===== src/rtl/bcd_scan_display_pkg.sv =====
`default_nettype none
// ============================================================================
//  Module      : bcd_scan_display_pkg
//  Description : Shared types and segment constants for the BCD scan display.
//  Revision    : 1.0 - initial release
// ============================================================================
package bcd_scan_display_pkg;

    localparam int NUM_DIGITS = 4;
    localparam int DP_DIGIT   = 2;

    typedef logic [3:0] bcd_t;
    typedef logic [6:0] seg_t;

    typedef enum logic {
        MODE_TIMER     = 1'b0,
        MODE_STOPWATCH = 1'b1
    } mode_e;

    // Active-low {g,f,e,d,c,b,a}
    localparam seg_t SEG_DIGIT [10] = '{
        7'h40, 7'h79, 7'h24, 7'h30, 7'h19,
        7'h12, 7'h02, 7'h78, 7'h00, 7'h10
    };
    localparam seg_t SEG_DASH = 7'h3F;
    localparam seg_t SEG_OFF  = 7'h7F;

endpackage
`default_nettype wire


===== src/rtl/bcd_scan_display_bcd_to_seg7.sv =====
`default_nettype none
// ============================================================================
//  Module      : bcd_to_seg7
//  Description : BCD digit to active-low 7-segment pattern; non-BCD shows dash.
//  Revision    : 1.0 - initial release
// ============================================================================
module bcd_to_seg7
    import bcd_scan_display_pkg::*;
(
    input  logic [3:0] bcd_i,
    output logic [6:0] seg_o
);

    always_comb begin
        seg_o = SEG_DASH;
        case (bcd_i)
            4'd0:    seg_o = SEG_DIGIT[0];
            4'd1:    seg_o = SEG_DIGIT[1];
            4'd2:    seg_o = SEG_DIGIT[2];
            4'd3:    seg_o = SEG_DIGIT[3];
            4'd4:    seg_o = SEG_DIGIT[4];
            4'd5:    seg_o = SEG_DIGIT[5];
            4'd6:    seg_o = SEG_DIGIT[6];
            4'd7:    seg_o = SEG_DIGIT[7];
            4'd8:    seg_o = SEG_DIGIT[8];
            4'd9:    seg_o = SEG_DIGIT[9];
            default: seg_o = SEG_DASH;
        endcase
    end

endmodule
`default_nettype wire


===== src/rtl/bcd_scan_display.sv =====
`default_nettype none
// ============================================================================
//  Module      : bcd_scan_display
//  Description : 4-digit multiplexed common-anode 7-segment driver with
//                per-frame snapshot, leading-zero blank, blink and guard time.
//  Revision    : 1.0 - initial release
// ============================================================================
module bcd_scan_display
    import bcd_scan_display_pkg::*;
#(
    parameter int SCAN_PERIOD  = 100_000,
    parameter int GUARD_CYCLES = 2,
    parameter int BLINK_FRAMES = 125
)
(
    input  logic       clk,
    input  logic       rst,
    input  logic       mode,
    input  logic [3:0] minh,
    input  logic [3:0] minl,
    input  logic [3:0] sech,
    input  logic [3:0] secl,
    input  logic [3:0] s1h,
    input  logic [3:0] s1l,
    input  logic [3:0] s100h,
    input  logic [3:0] s100l,
    input  logic       lz_blank,
    input  logic       blink_en,
    output logic [3:0] an,
    output logic [6:0] seg,
    output logic       dp
);

    localparam int CNT_W = (SCAN_PERIOD > 1) ? $clog2(SCAN_PERIOD) : 1;
    localparam int FRM_W = $clog2(BLINK_FRAMES + 1);
    localparam int SEL_W = $clog2(NUM_DIGITS);

    localparam logic [CNT_W-1:0] CNT_LAST  = CNT_W'(SCAN_PERIOD - 1);
    localparam logic [CNT_W-1:0] CNT_ONE   = CNT_W'(1);
    localparam logic [CNT_W-1:0] CNT_GUARD = CNT_W'(GUARD_CYCLES);
    localparam logic [FRM_W-1:0] FRM_LAST  = FRM_W'(BLINK_FRAMES - 1);
    localparam logic [FRM_W-1:0] FRM_ONE   = FRM_W'(1);
    localparam logic [SEL_W-1:0] SEL_LAST  = SEL_W'(NUM_DIGITS - 1);
    localparam logic [SEL_W-1:0] SEL_ONE   = SEL_W'(1);
    localparam logic [SEL_W-1:0] SEL_DP    = SEL_W'(DP_DIGIT);

    logic [CNT_W-1:0] cnt_q,     cnt_d;
    logic [SEL_W-1:0] sel_q,     sel_d;
    logic [FRM_W-1:0] frame_q,   frame_d;
    logic             blink_q,   blink_d;
    logic             started_q, started_d;
    bcd_t             snap_q [NUM_DIGITS];
    bcd_t             snap_d [NUM_DIGITS];

    logic [3:0]       an_q,  an_d;
    seg_t             seg_q, seg_d;
    logic             dp_q,  dp_d;

    bcd_t             live   [NUM_DIGITS];
    bcd_t             cur_digit;
    seg_t             cur_pattern;
    logic             tick;
    logic             frame_end;
    logic             anode_on;

    // Digit 0 is the rightmost position on the display.
    always_comb begin
        if (mode_e'(mode) == MODE_STOPWATCH) begin
            live[0] = s100l;
            live[1] = s100h;
            live[2] = s1l;
            live[3] = s1h;
        end else begin
            live[0] = secl;
            live[1] = sech;
            live[2] = minl;
            live[3] = minh;
        end
    end

    always_comb begin
        tick      = (cnt_q == CNT_LAST);
        frame_end = tick && (sel_q == SEL_LAST);

        cnt_d     = tick ? '0 : cnt_q + CNT_ONE;
        sel_d     = sel_q;
        if (tick) begin
            sel_d = (sel_q == SEL_LAST) ? '0 : sel_q + SEL_ONE;
        end
        started_d = started_q | tick;

        snap_d = snap_q;
        if (frame_end) begin
            snap_d = live;
        end

        // Holding blink state at zero while disabled guarantees a visible restart.
        frame_d = frame_q;
        blink_d = blink_q;
        if (!blink_en) begin
            frame_d = '0;
            blink_d = 1'b0;
        end else if (frame_end) begin
            if (frame_q == FRM_LAST) begin
                frame_d = '0;
                blink_d = ~blink_q;
            end else begin
                frame_d = frame_q + FRM_ONE;
            end
        end
    end

    bcd_to_seg7 u_dec (
        .bcd_i (cur_digit),
        .seg_o (cur_pattern)
    );

    // Outputs are derived from the state being loaded on this edge.
    always_comb begin
        cur_digit = snap_d[sel_d];
        anode_on  = started_d && (cnt_d >= CNT_GUARD) && !blink_d;
        an_d      = anode_on ? ~(4'b0001 << sel_d) : 4'b1111;
        seg_d     = cur_pattern;
        if ((sel_d == SEL_LAST) && (cur_digit == 4'd0) && lz_blank) begin
            seg_d = SEG_OFF;
        end
        dp_d      = !(anode_on && (sel_d == SEL_DP));
    end

    always_ff @(posedge clk) begin
        if (rst) begin
            cnt_q     <= '0;
            sel_q     <= '0;
            frame_q   <= '0;
            blink_q   <= 1'b0;
            started_q <= 1'b0;
            snap_q    <= '{default: 4'd0};
            an_q      <= 4'b1111;
            seg_q     <= SEG_OFF;
            dp_q      <= 1'b1;
        end else begin
            cnt_q     <= cnt_d;
            sel_q     <= sel_d;
            frame_q   <= frame_d;
            blink_q   <= blink_d;
            started_q <= started_d;
            snap_q    <= snap_d;
            an_q      <= an_d;
            seg_q     <= seg_d;
            dp_q      <= dp_d;
        end
    end

    assign an  = an_q;
    assign seg = seg_q;
    assign dp  = dp_q;

endmodule
`default_nettype wire


===== config.mk =====
export PLATFORM = sky130hd
export DESIGN_NAME = bcd_scan_display
export DESIGN_NICKNAME = d
export VERILOG_FILES = /design/src/rtl/bcd_scan_display_pkg.sv /design/src/rtl/bcd_scan_display_bcd_to_seg7.sv /design/src/rtl/bcd_scan_display.sv
export SDC_FILE = /design/constraint.sdc
export NUM_CORES = 1
export LEC_CHECK = 0
export CAP_MARGIN = 20
export CORE_ASPECT_RATIO = 0.7
export CORE_MARGIN = 5
export CORE_UTILIZATION = 48
export DETAILED_ROUTE_END_ITERATION = 7
export GPL_ROUTABILITY_DRIVEN = 0
export PLACE_DENSITY_LB_ADDON = 0.05
export SETUP_SLACK_MARGIN = 0.2
export SLEW_MARGIN = 30
export SYNTH_ARGS = -nofsm -noshare
export SYNTH_HDL_FRONTEND = slang
export SYNTH_SLANG_ARGS = --single-unit

===== constraint.sdc =====
create_clock -name clk -period 3.5 [get_ports clk]
set_input_delay 1.05 -clock clk [delete_from_list [all_inputs] [get_ports clk]]
set_output_delay 1.05 -clock clk [all_outputs]
set_load 0.01 [all_outputs]

==> results.cfg, run 1 <==
[run_status]
status = completed

[sta]
fin_crit_sh_pct = 92.3
fin_crit_ns = 3.23
setup_viol_count_final = 0
tightestPinTransition_ns = 0.863
finalMaxSlewViolations = 0
setup_tns_ns = 0
fin_ws_ns = 0.271
rsz0062_at_grt = true
slew_headroom_pct = 41.9
fin_skew_ns = 0.0103
fin_hold_ws_ns = 0.471
hold_violations = 0
timing.fmax_mhz = 310

[synth]
synth.ff_latch_count = 56
synth.distinct_cells = 57
yosysSeqAreaShare_pct = 37.7
synth_cells = 342
syn_area_per_cell_um2 = 8.70
synth_fp_nets = 388
ys.flop_type = dfxtp_1
synth_edf_count = 0
async_flop_share_pct = 0
yosysWarningCount = 0
netlist_area_mm2 = 0.00298

[global_routing]
grt_pass1_wl_um = 11800
overflow = 0
antenna_found_initial = 0
grt_pass1_vias = 2434
grtUsageTotal_pct = 18.5
grt_max_degree = 20

[hold_path]
min_delay_path_depth = 1
hp-class = reg2reg

[power_and_ir_drop]
p_seq_share_pct = 57.5
power.total_mw = 1.12
p_int_uw = 853
clkPwrFrac_pct = 33.1
switching_share_pct = 24.0
p_leak_nw = 1.43
switchingPower_uw = 270
combPwrFrac_pct = 9.4
peakVddDrop_mv = 0.161
powerDensity_mw_per_mm2 = 291

[setup_path]
cp_max_fo = 6
worstSetupPathType = reg2reg
reg2reg_depth = 13
timing.rr.end = seg[4]$_SDFF_PP1_
startpoint = cnt_q[11]$_SDFF_PP0_
worstSetupStartpointType = flip-flop
crit_end = seg[4]$_SDFF_PP1_
required_ns = 3.75
end_kind = flip-flop
r2r_slack_ns = 0.27
r2r-start = cnt_q[11]$_SDFF_PP0_
cp.arrival_ns = 3.47

[floorplanning]
pin_count = 49
row_count = 24
dieArea_mm2 = 0.00790
die_x_um = 104
core_mm2 = 0.00613
start_util_pct = 48.6
die_y_um = 75.9

[cells_and_area]
n_fill_cell = 545
final_cells = 480
final_cell_mix = dfxtp_1, clkdlybuf4s50_1, nor2_1, buf_4, nand2_1
nets = 447
drive_gt1_share_pct = 17.2
final_common_cell = dfxtp_1
diodes = 0
areaGrowthSynthToFinish_pct = 29.8

[routing]
first_pass_iters = 4
drt_iter0_markers = 130
antenna_left = 0
drc_errors = 0
routed_wl_um = 7350
via_count = 2653
routedWlPerCell_um = 15.3
vias_per_cell = 5.53

[clocking]
hold_buffers = 0
cts_tree = yes
clk_pin_slew_worst_paths_ns = 0.11
cts_buffer_depth = 2
cts_htree_levels = 2
clock_sinks = 56
clk-insertion-delay-late_ns = 0.31
cts_buffers = 5
clockRootBuffer = clkbuf_8

[placed_design]
port_buffers = 48
dp_worst_setup_slack_ns = -0.0866
place_hpwl_um = 5640
placed_cells = 465

[flow_run]
max_cap_viol_count = 0
[registers in the layout, indices dropped and copies added, names as in the netlist, 2 cells and up]
name	flops
an	4
frame_q	7
seg	7
sel_q	2
snap_q	16
cnt_q	17
[synthesized netlist by cell type, types with 4 or more instances]
master	n	area share, %
ha_1	9	3.8
xnor2_1	13	3.8
nand3_1	14	2.4
a211oi_1	12	3.0
buf_2	5	0.84
clkbuf_1	15	1.9
o21ai_0	6	1.0
mux2i_1	20	6.7
nor3_1	11	1.8
o31ai_1	4	1.0
inv_1	11	1.4
nand2_1	22	2.8
nor2_1	47	5.9
xor2_1	10	2.9
mux2_2	5	1.9
nand4_1	10	2.1
o21ai_1	4	0.67
nor4_1	6	1.3
dfxtp_1	56	38
a21oi_1	11	1.8
[cell type report]
class	instances	area, µm²	area share (%)
multi-input cells	250	1800	46.5
repair buffers	76	704	18.2
inverters	12	45.0	1.17
well taps	78	97.6	2.53
clock inverters	3	26.3	0.680
clock buffers	5	68.8	1.78
flip-flops and latches	56	1130	29.1
[stage by stage]
step	utilization [%]	cell area, µm²
final	63.1	3860
after global routing	63.1	3860
after CTS	60.9	3730
after detailed placement	58.9	3610
after global placement	58.9	3610
after floorplan	-	2990
[worst max-delay path: stages (launching register included)]
cell and delay [ns]:
dfxtp_1 0.33, or4_4 0.58, nor4_4 0.28, buf_6 0.17, mux2i_4 0.26, buf_6 0.15
nor2_1 0.06, a22o_1 0.26, nor2_2 0.14, ha_2 0.20, nand4b_1 0.16, a31oi_4 0.27
nor2_1 0.10, a211oi_2 0.18
[power groups by stage]
stage          sequential [mW]  clock [mW]  combinational [mW]
2_1_floorplan            0.663           0              0.0419
3_3_place_gp             0.661           0               0.104
3_5_place_dp             0.661           0               0.105
4_1_cts                  0.647       0.386               0.105
5_1_grt                  0.647       0.408               0.114
6_report                 0.646       0.371               0.106
[metal layers]
metal	track usage (%)	vias to the layer above	share of wire, %	wire length, µm
li1	-	1344	-	-
met1	27.1	1208	50	3650
met2	27.5	95	42	3060
met3	4.57	6	8.0	586
met4	4.02	0	0.72	53
met5	0	-	0	0
[logic make-up after synthesis]
| kind of cell | after synthesis | share of synthesized area (%) |
|---|---|---|
| simple gates | 131 | 22.5 |
| compound gates | 62 | 15.3 |
| flops | 56 | 37.7 |
| buf+inv | 36 | 5.30 |
| mux | 25 | 8.62 |
| xor+xnor | 23 | 6.77 |
| fa+ha+maj | 9 | 3.78 |
[repair_timing]
action	CTS	global route
cloned	0	1
resized for setup	3	21
buffers inserted	2	4
pin swaps	2	5
setup endpoints to repair	6	7
[worst min path at each step]
stage,from,to,slack [ns]
after floorplan,cnt_q[0]$_SDFF_PP0_,cnt_q[0]$_SDFF_PP0_,0.43
after global placement,cnt_q[0]$_SDFF_PP0_,cnt_q[0]$_SDFF_PP0_,0.44
after detailed placement,cnt_q[0]$_SDFF_PP0_,cnt_q[0]$_SDFF_PP0_,0.45
after CTS,cnt_q[0]$_SDFF_PP0_,cnt_q[0]$_SDFF_PP0_,0.48
after global routing,cnt_q[0]$_SDFF_PP0_,cnt_q[0]$_SDFF_PP0_,0.51
final,cnt_q[0]$_SDFF_PP0_,cnt_q[0]$_SDFF_PP0_,0.47
Power figures use the tool's default switching activity.
==> inputs of run 2 (changes only) <==
--- a/config.mk
+++ b/config.mk
@@ -9,8 +9,11 @@
 export CORE_ASPECT_RATIO = 0.7
 export CORE_MARGIN = 5
 export CORE_UTILIZATION = 48
+export CTS_CLUSTER_DIAMETER = 120
 export DETAILED_ROUTE_END_ITERATION = 7
 export GPL_ROUTABILITY_DRIVEN = 0
+export GPL_TIMING_DRIVEN = 0
+export MAX_ROUTING_LAYER = met4
 export PLACE_DENSITY_LB_ADDON = 0.05
 export SETUP_SLACK_MARGIN = 0.2
 export SLEW_MARGIN = 30
==> run 2 against run 1 <==
Effect of this change: die area unchanged; first-iteration DRC count grew 35%; register-to-register slack lost 0.03 ns; design area is 3.0% higher; critical path depth up 1; sequential share of layout area down 0.95 points; count of clock-buffer cells in the layout up 1; combinational power about the same; critical path type unchanged; highest routed layer unchanged.
==> results.cfg, run 2 (same netlist as run 1, synthesis figures left out) <==
[setup_path]
max_stage_delay_ns = 0.59
cp.arrival_ns = 3.50
crit_family = simple AND/OR/NAND/NOR gates
worstSetupPathType = reg2reg
path_buf_inv = 3
cp_max_fo = 5
required_ns = 3.74
worstSetupStartpointType = flip-flop
end_kind = flip-flop
cpMaxStageDelayCell = or4_4
worstPathCellList = buf_6, or4_4, nor4_4, buf_4, mux2i_4, buf_6, nor2_4, a22o_1, nor2_4, ha_4, nand4b_1, a31oi_4, nor2_1, a211oi_1

[floorplanning]
die_y_um = 75.9
pin_count = 49
core_mm2 = 0.00613
row_count = 24
die_x_um = 104
dieArea_mm2 = 0.00790
start_util_pct = 48.6

[routing]
routed_wl_um = 7560
drt_iter0_markers = 175
drc_errors = 0
via_count = 2702
first_pass_iters = 4
routedWlPerCell_um = 15.3
vias_per_cell = 5.47
antenna_left = 0

[power_and_ir_drop]
powerDensity_mw_per_mm2 = 280
peakVddDrop_mv = 0.172
power.total_mw = 1.11
p_leak_nw = 1.46

[cells_and_area]
largest_reg_flops = 17
n_fill_cell = 527
areaGrowthSynthToFinish_pct = 33.8
top_register = cnt_q
final_cells = 494
nets = 461
final_cell_mix = dfxtp_1, clkdlybuf4s50_1, nor2_1, buf_4, nand2_1
reg_top3 = cnt_q (17), snap_q (16)
final_common_cell = dfxtp_1
drive_gt1_share_pct = 18.3
diodes = 0

[sta]
slew_headroom_pct = 49.7
hold_violations = 0
setup_viol_count_final = 0
fin_crit_sh_pct = 93.3
finalMaxSlewViolations = 0
fin_crit_ns = 3.26
timing.fmax_mhz = 306
rsz0062_at_grt = true
tightestPinTransition_ns = 0.748
fin_skew_ns = 0.0162
setup_tns_ns = 0
fin_ws_ns = 0.236

[clocking]
cts_tree = yes
cts_htree_levels = 2
cts_buffers = 5
cts_buffer_depth = 2
clk-insertion-delay-late_ns = 0.32
clock_sinks = 56
clk_pin_slew_worst_paths_ns = 0.11
clockRootBuffer = clkbuf_8

[global_routing]
overflow = 0
grt_pass1_vias = 2397
grtUsageTotal_pct = 19.3
grt_max_degree = 18
antenna_found_initial = 0
grt_pass1_wl_um = 11800

[run_status]
status = completed

[placed_design]
port_buffers = 46
placed_cells = 466
dp_worst_setup_slack_ns = -0.419
place_hpwl_um = 5460

[flow_run]
max_cap_viol_count = 0

[hold_path]
hp-class = reg2reg
run 2: cell count changes in the layout (fill, tap and decap cells not counted), moves of 2 or more:
cell / before / now
nand2_1: 22 / 20
nor2_4: 0 / 2
a21oi_1: 10 / 8
buf_4: 25 / 23
nor3_4: 0 / 2
ha_2: 2 / 0
buf_2: 0 / 2
nor2_1: 46 / 44
clkbuf_1: 0 / 14
nor4_2: 3 / 1
run 2: layout make-up:
cell class                      count  area (µm²)  area share (%)
Clock inverter                      2        16.3           0.408
Buffer                             24         135            3.39
Clock buffer                        6        72.6            1.82
Inverter                           12        45.0            1.13
Tap cell                           78        97.6            2.45
Sequential cell                    56        1120            28.2
Multi-Input combinational cell    250        1880            47.3
Timing Repair Buffer               66         611            15.3
run 2: worst register-to-register path: stages, from the launching register on:
cell and delay (ns):
dfxtp_2 0.33, buf_6 0.11, or4_4 0.59, nor4_4 0.32, buf_4 0.19, mux2i_4 0.24, buf_6 0.15, nor2_4 0.04
a22o_1 0.26, nor2_4 0.14, ha_4 0.15, nand4b_1 0.14, a31oi_4 0.23, nor2_1 0.06, a211oi_1 0.22
run 2: per-stage QoR:
stage / utilization (%) / hold WS (ns) / instance area [µm²]
6_report: 65.0 / 0.477 / 3980
5_1_grt: 65.0 / 0.510 / 3980
4_1_cts: 62.9 / 0.477 / 3850
3_3_place_gp: 57.9 / 0.442 / 3550
3_5_place_dp: 57.9 / 0.453 / 3550
2_1_floorplan: - / 0.430 / 2990
run 2: path summary, 6_finish.rpt:
| kind | start | to | slack [ns] | cells past startpoint |
|---|---|---|---|---|
| setup / recovery | cnt_q[11]$_SDFF_PP0_ | seg[4]$_SDFF_PP1_ | 0.24 | 14 |
| hold / removal | cnt_q[0]$_SDFF_PP0_ | cnt_q[0]$_SDFF_PP0_ | 0.48 | 1 |
| setup reg to reg | cnt_q[11]$_SDFF_PP0_ | seg[4]$_SDFF_PP1_ | 0.24 | 14 |
| hold reg to reg | cnt_q[0]$_SDFF_PP0_ | cnt_q[0]$_SDFF_PP0_ | 0.48 | 1 |
run 2: per-layer routing:
metal / global-route usage (%) / wire length, µm / vias to the layer above
li1: - / - / 1368
met1: 27.4 / 3840 / 1242
met2: 28.0 / 3220 / 83
met3: 3.39 / 416 / 9
met4: 5.46 / 85 / 0
met5: - / 0 / -
run 2: report_power, final:
group	internal, mW	switching, mW	leakage [nW]
clock	0.143	0.220	0.0414
sequential	0.643	0.00286	0.455
combinational	0.0611	0.0426	0.967
run 2: timing repair:
action / in CTS / in global routing
endpoints found under the setup margin: 7 / 7
resized for setup: 24 / 20
setup buffers: 12 / 8
pin swaps: 15 / 8
hold buffers: 0 / 0
